## src/rtl/fetch_pkg.sv

```systemverilog
`default_nettype none
// ============================================================================
// fetch_pkg : shared types and constants for the RV32 instruction-fetch stage
// Rev 1.0
// ============================================================================
package fetch_pkg;

  typedef enum logic [0:0] {
    FETCH = 1'b0,
    KILL  = 1'b1
  } fetch_state_e;

  localparam logic [31:0] NOP_INSTR        = 32'h0000_0013;
  localparam logic [31:0] DEFAULT_RESET_PC = 32'h0000_0000;

endpackage
`default_nettype wire

```

## src/rtl/fetch_if.sv

```systemverilog
`default_nettype none
// ============================================================================
// fetch_if : ready/valid instruction-memory port of the fetch stage
// Rev 1.0
// ============================================================================
interface fetch_if #(
  parameter int XLEN = 32
);
  logic            imem_req;
  logic [XLEN-1:0] imem_addr;
  logic            imem_ready;
  logic [31:0]     imem_rdata;

  modport master (
    output imem_req,
    output imem_addr,
    input  imem_ready,
    input  imem_rdata
  );

  modport slave (
    input  imem_req,
    input  imem_addr,
    output imem_ready,
    output imem_rdata
  );
endinterface
`default_nettype wire

```

## src/rtl/fetch_hold_buf.sv

```systemverilog
`default_nettype none
// ============================================================================
// fetch_hold_buf : one-entry {pc, instr} skid buffer (load / drain / clear)
// Rev 1.0
// ============================================================================
module fetch_hold_buf
  import fetch_pkg::*;
#(
  parameter int XLEN = 32
) (
  input  wire logic            clk,
  input  wire logic            rst_n,
  input  wire logic            load,
  input  wire logic            drain,
  input  wire logic            clear,
  input  wire logic [XLEN-1:0] load_pc,
  input  wire logic [31:0]     load_instr,
  output logic                 valid,
  output logic [XLEN-1:0]      pc,
  output logic [31:0]          instr
);

  // clear (redirect) beats load, load beats drain
  always_ff @(posedge clk or negedge rst_n) begin
    if (!rst_n) begin
      valid <= 1'b0;
      pc    <= '0;
      instr <= NOP_INSTR;
    end else if (clear) begin
      valid <= 1'b0;
    end else if (load) begin
      valid <= 1'b1;
      pc    <= load_pc;
      instr <= load_instr;
    end else if (drain) begin
      valid <= 1'b0;
    end
  end

endmodule
`default_nettype wire

```

## src/rtl/fetch_stage.sv

```systemverilog
`default_nettype none
// ============================================================================
// fetch_stage : RV32 IF stage - PC, imem request, IF/ID register, branch squash
// Optional misaligned-target pulse enabled by FETCH_MISALIGN_CHK_EN.  Rev 1.0
// ============================================================================
module fetch_stage
  import fetch_pkg::*;
#(
  parameter int              XLEN     = 32,
  parameter logic [XLEN-1:0] RESET_PC = XLEN'(DEFAULT_RESET_PC)
) (
  input  wire logic            clk,
  input  wire logic            rst_n,
  input  wire logic            taken,
  input  wire logic [XLEN-1:0] branch_target,
  input  wire logic            stall,
  fetch_if.master              mem,
  output logic [XLEN-1:0]      if_id_pc,
  output logic [31:0]          if_id_instr,
  output logic                 if_id_valid
`ifdef FETCH_MISALIGN_CHK_EN
  ,
  output logic                 fetch_misaligned
`endif
);

  fetch_state_e    r_state, w_state_nxt;
  logic [XLEN-1:0] r_pc, w_pc_nxt;
  logic [XLEN-1:0] r_redir, w_redir_nxt;
  logic            r_run;
  logic [XLEN-1:0] w_if_pc_nxt;
  logic [31:0]     w_if_instr_nxt;
  logic            w_if_valid_nxt;
  logic            w_hold_load, w_hold_drain, w_hold_clear;
  logic            w_hold_valid;
  logic [XLEN-1:0] w_hold_pc;
  logic [31:0]     w_hold_instr;
  logic            w_req, w_accept;
  logic [XLEN-1:0] w_target;

  // Low target bits are dropped; the whole vector is consumed so nothing dangles.
  assign w_target = branch_target & ~XLEN'(3);

  // r_run delays the first request to the first edge after reset release.
  assign w_req    = r_run & ((r_state == KILL) | ~w_hold_valid);
  assign w_accept = w_req & mem.imem_ready;

  assign mem.imem_req  = w_req;
  assign mem.imem_addr = r_pc;

  fetch_hold_buf #(
    .XLEN (XLEN)
  ) u_hold (
    .clk        (clk),
    .rst_n      (rst_n),
    .load       (w_hold_load),
    .drain      (w_hold_drain),
    .clear      (w_hold_clear),
    .load_pc    (r_pc),
    .load_instr (mem.imem_rdata),
    .valid      (w_hold_valid),
    .pc         (w_hold_pc),
    .instr      (w_hold_instr)
  );

  always_ff @(posedge clk or negedge rst_n) begin
    if (!rst_n) begin
      r_run       <= 1'b0;
      r_state     <= FETCH;
      r_pc        <= RESET_PC;
      r_redir     <= '0;
      if_id_pc    <= '0;
      if_id_instr <= NOP_INSTR;
      if_id_valid <= 1'b0;
    end else begin
      r_run       <= 1'b1;
      r_state     <= w_state_nxt;
      r_pc        <= w_pc_nxt;
      r_redir     <= w_redir_nxt;
      if_id_pc    <= w_if_pc_nxt;
      if_id_instr <= w_if_instr_nxt;
      if_id_valid <= w_if_valid_nxt;
    end
  end

  always_comb begin
    w_state_nxt    = r_state;
    w_pc_nxt       = r_pc;
    w_redir_nxt    = r_redir;
    w_if_pc_nxt    = if_id_pc;
    w_if_instr_nxt = if_id_instr;
    w_if_valid_nxt = if_id_valid;
    w_hold_load    = 1'b0;
    w_hold_drain   = 1'b0;
    w_hold_clear   = 1'b0;

    case (r_state)
      FETCH: begin
        if (w_accept) begin
          if (taken) begin
            w_pc_nxt       = w_target;
            w_if_valid_nxt = 1'b0;
            w_hold_clear   = 1'b1;
          end else begin
            w_pc_nxt = r_pc + XLEN'(4);
            if (!stall) begin
              w_if_pc_nxt    = r_pc;
              w_if_instr_nxt = mem.imem_rdata;
              w_if_valid_nxt = 1'b1;
            end else begin
              w_hold_load = 1'b1;
            end
          end
        end else if (taken) begin
          w_if_valid_nxt = 1'b0;
          w_hold_clear   = 1'b1;
          // A raised request must stay stable, so park the target until it is accepted.
          if (w_req) begin
            w_redir_nxt = w_target;
            w_state_nxt = KILL;
          end else begin
            w_pc_nxt = w_target;
          end
        end else if (!stall) begin
          if (w_hold_valid) begin
            w_if_pc_nxt    = w_hold_pc;
            w_if_instr_nxt = w_hold_instr;
            w_if_valid_nxt = 1'b1;
            w_hold_drain   = 1'b1;
          end else begin
            w_if_valid_nxt = 1'b0;
          end
        end
      end

      KILL: begin
        if (taken) begin
          w_redir_nxt  = w_target;
          w_hold_clear = 1'b1;
        end
        if (w_accept) begin
          w_pc_nxt    = taken ? w_target : r_redir;
          w_state_nxt = FETCH;
        end
        if (!(stall && !taken)) begin
          w_if_valid_nxt = 1'b0;
        end
      end

      default: begin
        w_state_nxt = FETCH;
      end
    endcase
  end

`ifdef FETCH_MISALIGN_CHK_EN
  always_ff @(posedge clk or negedge rst_n) begin
    if (!rst_n) begin
      fetch_misaligned <= 1'b0;
    end else begin
      fetch_misaligned <= taken & (branch_target[1:0] != 2'b00);
    end
  end
`endif

endmodule
`default_nettype wire

```

## src/flat_wrapper.sv

```systemverilog
// flat-port wrapper written by rule: the top's interface ports become plain ports
module fetch_stage_flat import fetch_pkg::*;
#(
  parameter int              XLEN     = 32,
  parameter logic [XLEN-1:0] RESET_PC = XLEN'(DEFAULT_RESET_PC)
)
  (clk, rst_n, taken, branch_target, stall, if_id_pc, if_id_instr, if_id_valid, mem_imem_req, mem_imem_addr, mem_imem_ready, mem_imem_rdata);
  fetch_if #(.XLEN(XLEN)) mem_i ();
  input  wire logic clk;
  input  wire logic rst_n;
  input  wire logic taken;
  input  wire logic [XLEN-1:0] branch_target;
  input  wire logic stall;
  output logic [XLEN-1:0] if_id_pc;
  output logic [31:0] if_id_instr;
  output logic if_id_valid;
  output wire logic [$bits(mem_i.imem_req)-1:0] mem_imem_req;
  output wire logic [$bits(mem_i.imem_addr)-1:0] mem_imem_addr;
  input wire logic [$bits(mem_i.imem_ready)-1:0] mem_imem_ready;
  input wire logic [$bits(mem_i.imem_rdata)-1:0] mem_imem_rdata;
  assign mem_imem_req = mem_i.imem_req;
  assign mem_imem_addr = mem_i.imem_addr;
  assign mem_i.imem_ready = mem_imem_ready;
  assign mem_i.imem_rdata = mem_imem_rdata;
  fetch_stage #(.XLEN(XLEN), .RESET_PC(RESET_PC)) u_core (.clk(clk), .rst_n(rst_n), .taken(taken), .branch_target(branch_target), .stall(stall), .mem(mem_i), .if_id_pc(if_id_pc), .if_id_instr(if_id_instr), .if_id_valid(if_id_valid));
endmodule
```

## config.mk

```make
export PLATFORM = sky130hd
export DESIGN_NAME = fetch_stage_flat
export DESIGN_NICKNAME = d
export VERILOG_FILES = /design/src/rtl/fetch_pkg.sv /design/src/rtl/fetch_if.sv /design/src/rtl/fetch_hold_buf.sv /design/src/rtl/fetch_stage.sv /design/src/flat_wrapper.sv
export SDC_FILE = /design/constraint.sdc
export NUM_CORES = 1
export LEC_CHECK = 0
export CAP_MARGIN = 20
export CORE_MARGIN = 2
export CORE_UTILIZATION = 50
export DETAILED_ROUTE_END_ITERATION = 16
export HOLD_SLACK_MARGIN = 0.15
export PLACE_DENSITY_LB_ADDON = 0.2
export RECOVER_POWER = 100
export SLEW_MARGIN = 40
export SYNTH_ARGS = -nofsm -noshare
export SYNTH_HDL_FRONTEND = slang
export SYNTH_SLANG_ARGS = --single-unit
```

## constraint.sdc

```tcl
create_clock -name clk -period 2.2 [get_ports clk]
set_input_delay 0.66 -clock clk [delete_from_list [all_inputs] [get_ports clk]]
set_output_delay 0.66 -clock clk [all_outputs]
set_load 0.01 [all_outputs]
```

==> impl_metrics.ini <==
[place]
io_buffers = 164
gp_congestion = 0.867
dp.cells = 1312
dpl_cell_area_sq_um = 11800
dp_hpwl_um = 16800

[worst_hold_path]
hp-class = flop to flop
min_path_cells = 2
hp-start = u_core.u_hold.instr[0]

[finish]
stdcell_count = 1351
num_antenna_cells = 0
stdcell_area_sq_um = 12300
final_nets = 1179
drive_gt1_share_pct = 24.0
area_delta_synth_final_pct = 33.0

[power_and_ir_drop]
power.leakage_nw = 5.18
ir_worst_vdd_mv = 0.673
p_per_area_nw_per_um2 = 1030

[route]
drc = 0
wire_per_inst_um = 17.7
firstDrtPassIters = 5
drtIter0Drc = 450
avgViaCountPerCell = 5.68
num_vias = 7676
ant_nets = 0
wl_um = 23900

[clock_network]
cts_tree = yes
clock_sinks = 196
clk_pin_slew_worst_paths_ns = 0.07
cts_root_buffer = clkbuf_16
numCtsBuffers = 17
cts_max_path_buffers = 2
cts_max_level = 4
worstSkewPairLatency_ns = 0.43

[setup_path]
arrival_ns = 1.51
cp-start-kind = flop
slowest_stage = clkdlybuf4s50_1
crit_path_start = u_core.mem.imem_addr[22]
cp.required_ns = 1.54
r2r_end = u_core.mem.imem_addr[22]
crit_path_max_fanout = 7
crit_chain = clkdlybuf4s50_1
endpoint_kind = primary output
endpoint = mem_imem_addr[22]
regToRegStartpoint = u_core.mem.imem_addr[3]
cpPeakStageDelay_ns = 0.58
path_depth = 1
rrSetupSlack_ns = 0.12
crit_buf_inv = 1
reg2reg_depth = 7
path_delay_family = buffers and inverters
critical_path_class = flop to primary output

[timing]
rsz0062_at_grt = false
hold_viol_final = 0
finalSetupViolCount = 0
skew_ns = 0.0111
setup_tns_ns = 0
slew-limit-headroom_pct = 9.97
max_freq_ghz = 0.461
tightestPinTransition_ns = 1.35
finalCritPeriodShare_pct = 98.6
finalMaxSlewViolations = 0
min_period_ns = 2.17

[die]
rows = 49
die_area_sq_um = 19500
start_util_pct = 51.2
io_pins = 167
core_area_sq_um = 18000
die_y_um = 140
die_w_um = 140

[logic_synthesis]
synth_cell_types = 64
ys_seq_elements = 196
syn-instance-count = 895
seq_area_frac_synth_pct = 53.3
synth_edf_count = 0
syn_nets = 965
synth_area_per_cell_sq_um = 10.3
ys.warnings.count = 0
ys_async_sr_fraction_pct = 100
synth_ff_type = dfrtp_1
syn_area_sq_um = 9220

[global_route]
grt_max_degree = 52
grt_pass1_vias = 7515
antenna_found_initial = 0
grt.overflow.total = 0
grt_pass1_wl_um = 39000
grt_usage_pct = 24.9

[job]
drv_cap = 0

[status]
status = finished, final reports clean
## routing by layer
metal | wire [um] | GRT usage [%] | vias up | part of all wire (%)
met5 | 0 | 0 | - | 0
met4 | 348 | 7.26 | 0 | 1.5
met3 | 1380 | 3.61 | 35 | 5.8
met2 | 11500 | 40.3 | 282 | 48
met1 | 10600 | 35.2 | 3738 | 45
li1 | - | - | 3621 | -
## sequential cells by signal (all words and copies together), names as in the netlist
signal                flops
u_core.u_hold.instr      32
u_core.if_id_valid        1
u_core.if_id_instr       32
u_core.if_id_pc          32
u_core.r_run              1
u_core.u_hold.valid       1
u_core.r_redir           32
u_core.u_hold.pc         32
u_core.r_state            1
u_core.mem.imem_addr     32
## cell type report
cell class	count	area, sq um
fill	1467	5760
inverter	4	15.0
timing repair buffer	258	2410
clock buffer	19	453
sequential	196	4930
tap	229	287
clock inverter	13	148
multi-input combinational	632	4020
## repair_timing
action | CTS | global route
setup buffers | 3 | 4
hold buffers | 0 | 0
resized for setup | 10 | 8
setup endpoints to repair | 13 | 10
pin swaps | 0 | 0
## cells in the final DEF, fill, tap and decap left out, drive strengths merged, types with 6 or more instances in the layout
| master | n |
|---|---|
| a31oi | 68 |
| nand2 | 159 |
| nor3 | 11 |
| buf | 67 |
| a21oi | 47 |
| clkdlybuf4s50 | 97 |
| inv | 8 |
| clkbuf | 47 |
| xor2 | 8 |
| dlygate4sd3 | 65 |
| nand3 | 27 |
| mux2 | 110 |
| nor2 | 88 |
| dfstp | 6 |
| and3 | 8 |
| o21ai | 12 |
| o211ai | 7 |
| mux2i | 10 |
| nor2b | 6 |
| dfrtp | 190 |
| o22ai | 15 |
## Yosys cell counts (all sizes together), types with 7 or more instances
cell	number	area, sq um
o21ai	12	60.1
xor2	8	70.1
o22ai	15	93.8
a31oi	68	425
a21oi	47	235
nand2	159	599
buf	35	188
nor3	11	65.1
o211ai	7	52.6
clkbuf	28	106
dfrtp	190	4750
nand3	27	148
and3	8	50.1
nor2	88	338
mux2	110	1240
mux2i	10	100
## worst min path at each step
| stage | slack [ns] | end |
|---|---|---|
| 2_1_floorplan | 0.36 | u_core.if_id_instr[10] |
| 3_3_place_gp | 0.46 | u_core.u_hold.pc[6] |
| 3_5_place_dp | 0.48 | u_core.u_hold.pc[17] |
| 4_1_cts | 0.20 | u_core.if_id_instr[25] |
| 5_1_grt | 0.52 | u_core.if_id_instr[0] |
| 6_report | 0.49 | u_core.if_id_instr[0] |
## metrics by stage
stage	utilization (%)	hold slack (ns)	setup WS, ns	total power, mW
floorplan	-	0.364	0.136	7.50
global placement	65.3	0.464	-0.212	9.60
detailed placement	65.3	0.476	-0.248	9.76
CTS	68.8	0.200	0.00727	13.0
global route	68.1	0.517	0.000387	13.4
finish	68.1	0.492	0.0312	12.7
## where the power goes
part           switching (mW)  internal, mW
registers               0.795          4.78
clock network            1.41          1.76
logic                    1.79          2.14
## kinds of logic after synthesis
kind of cell	Yosys count	share of synthesized area [%]
DFF	196	53.3
muxes	120	14.5
other	1	0.0407
adders and majority gates	1	0.136
AOI/OAI and AO/OA	173	11.8
and+or+nand+nor	326	15.8
xor gates and xnor gates	11	1.05
buffers and inverters	67	3.35
(Power assumes the default switching activity.)
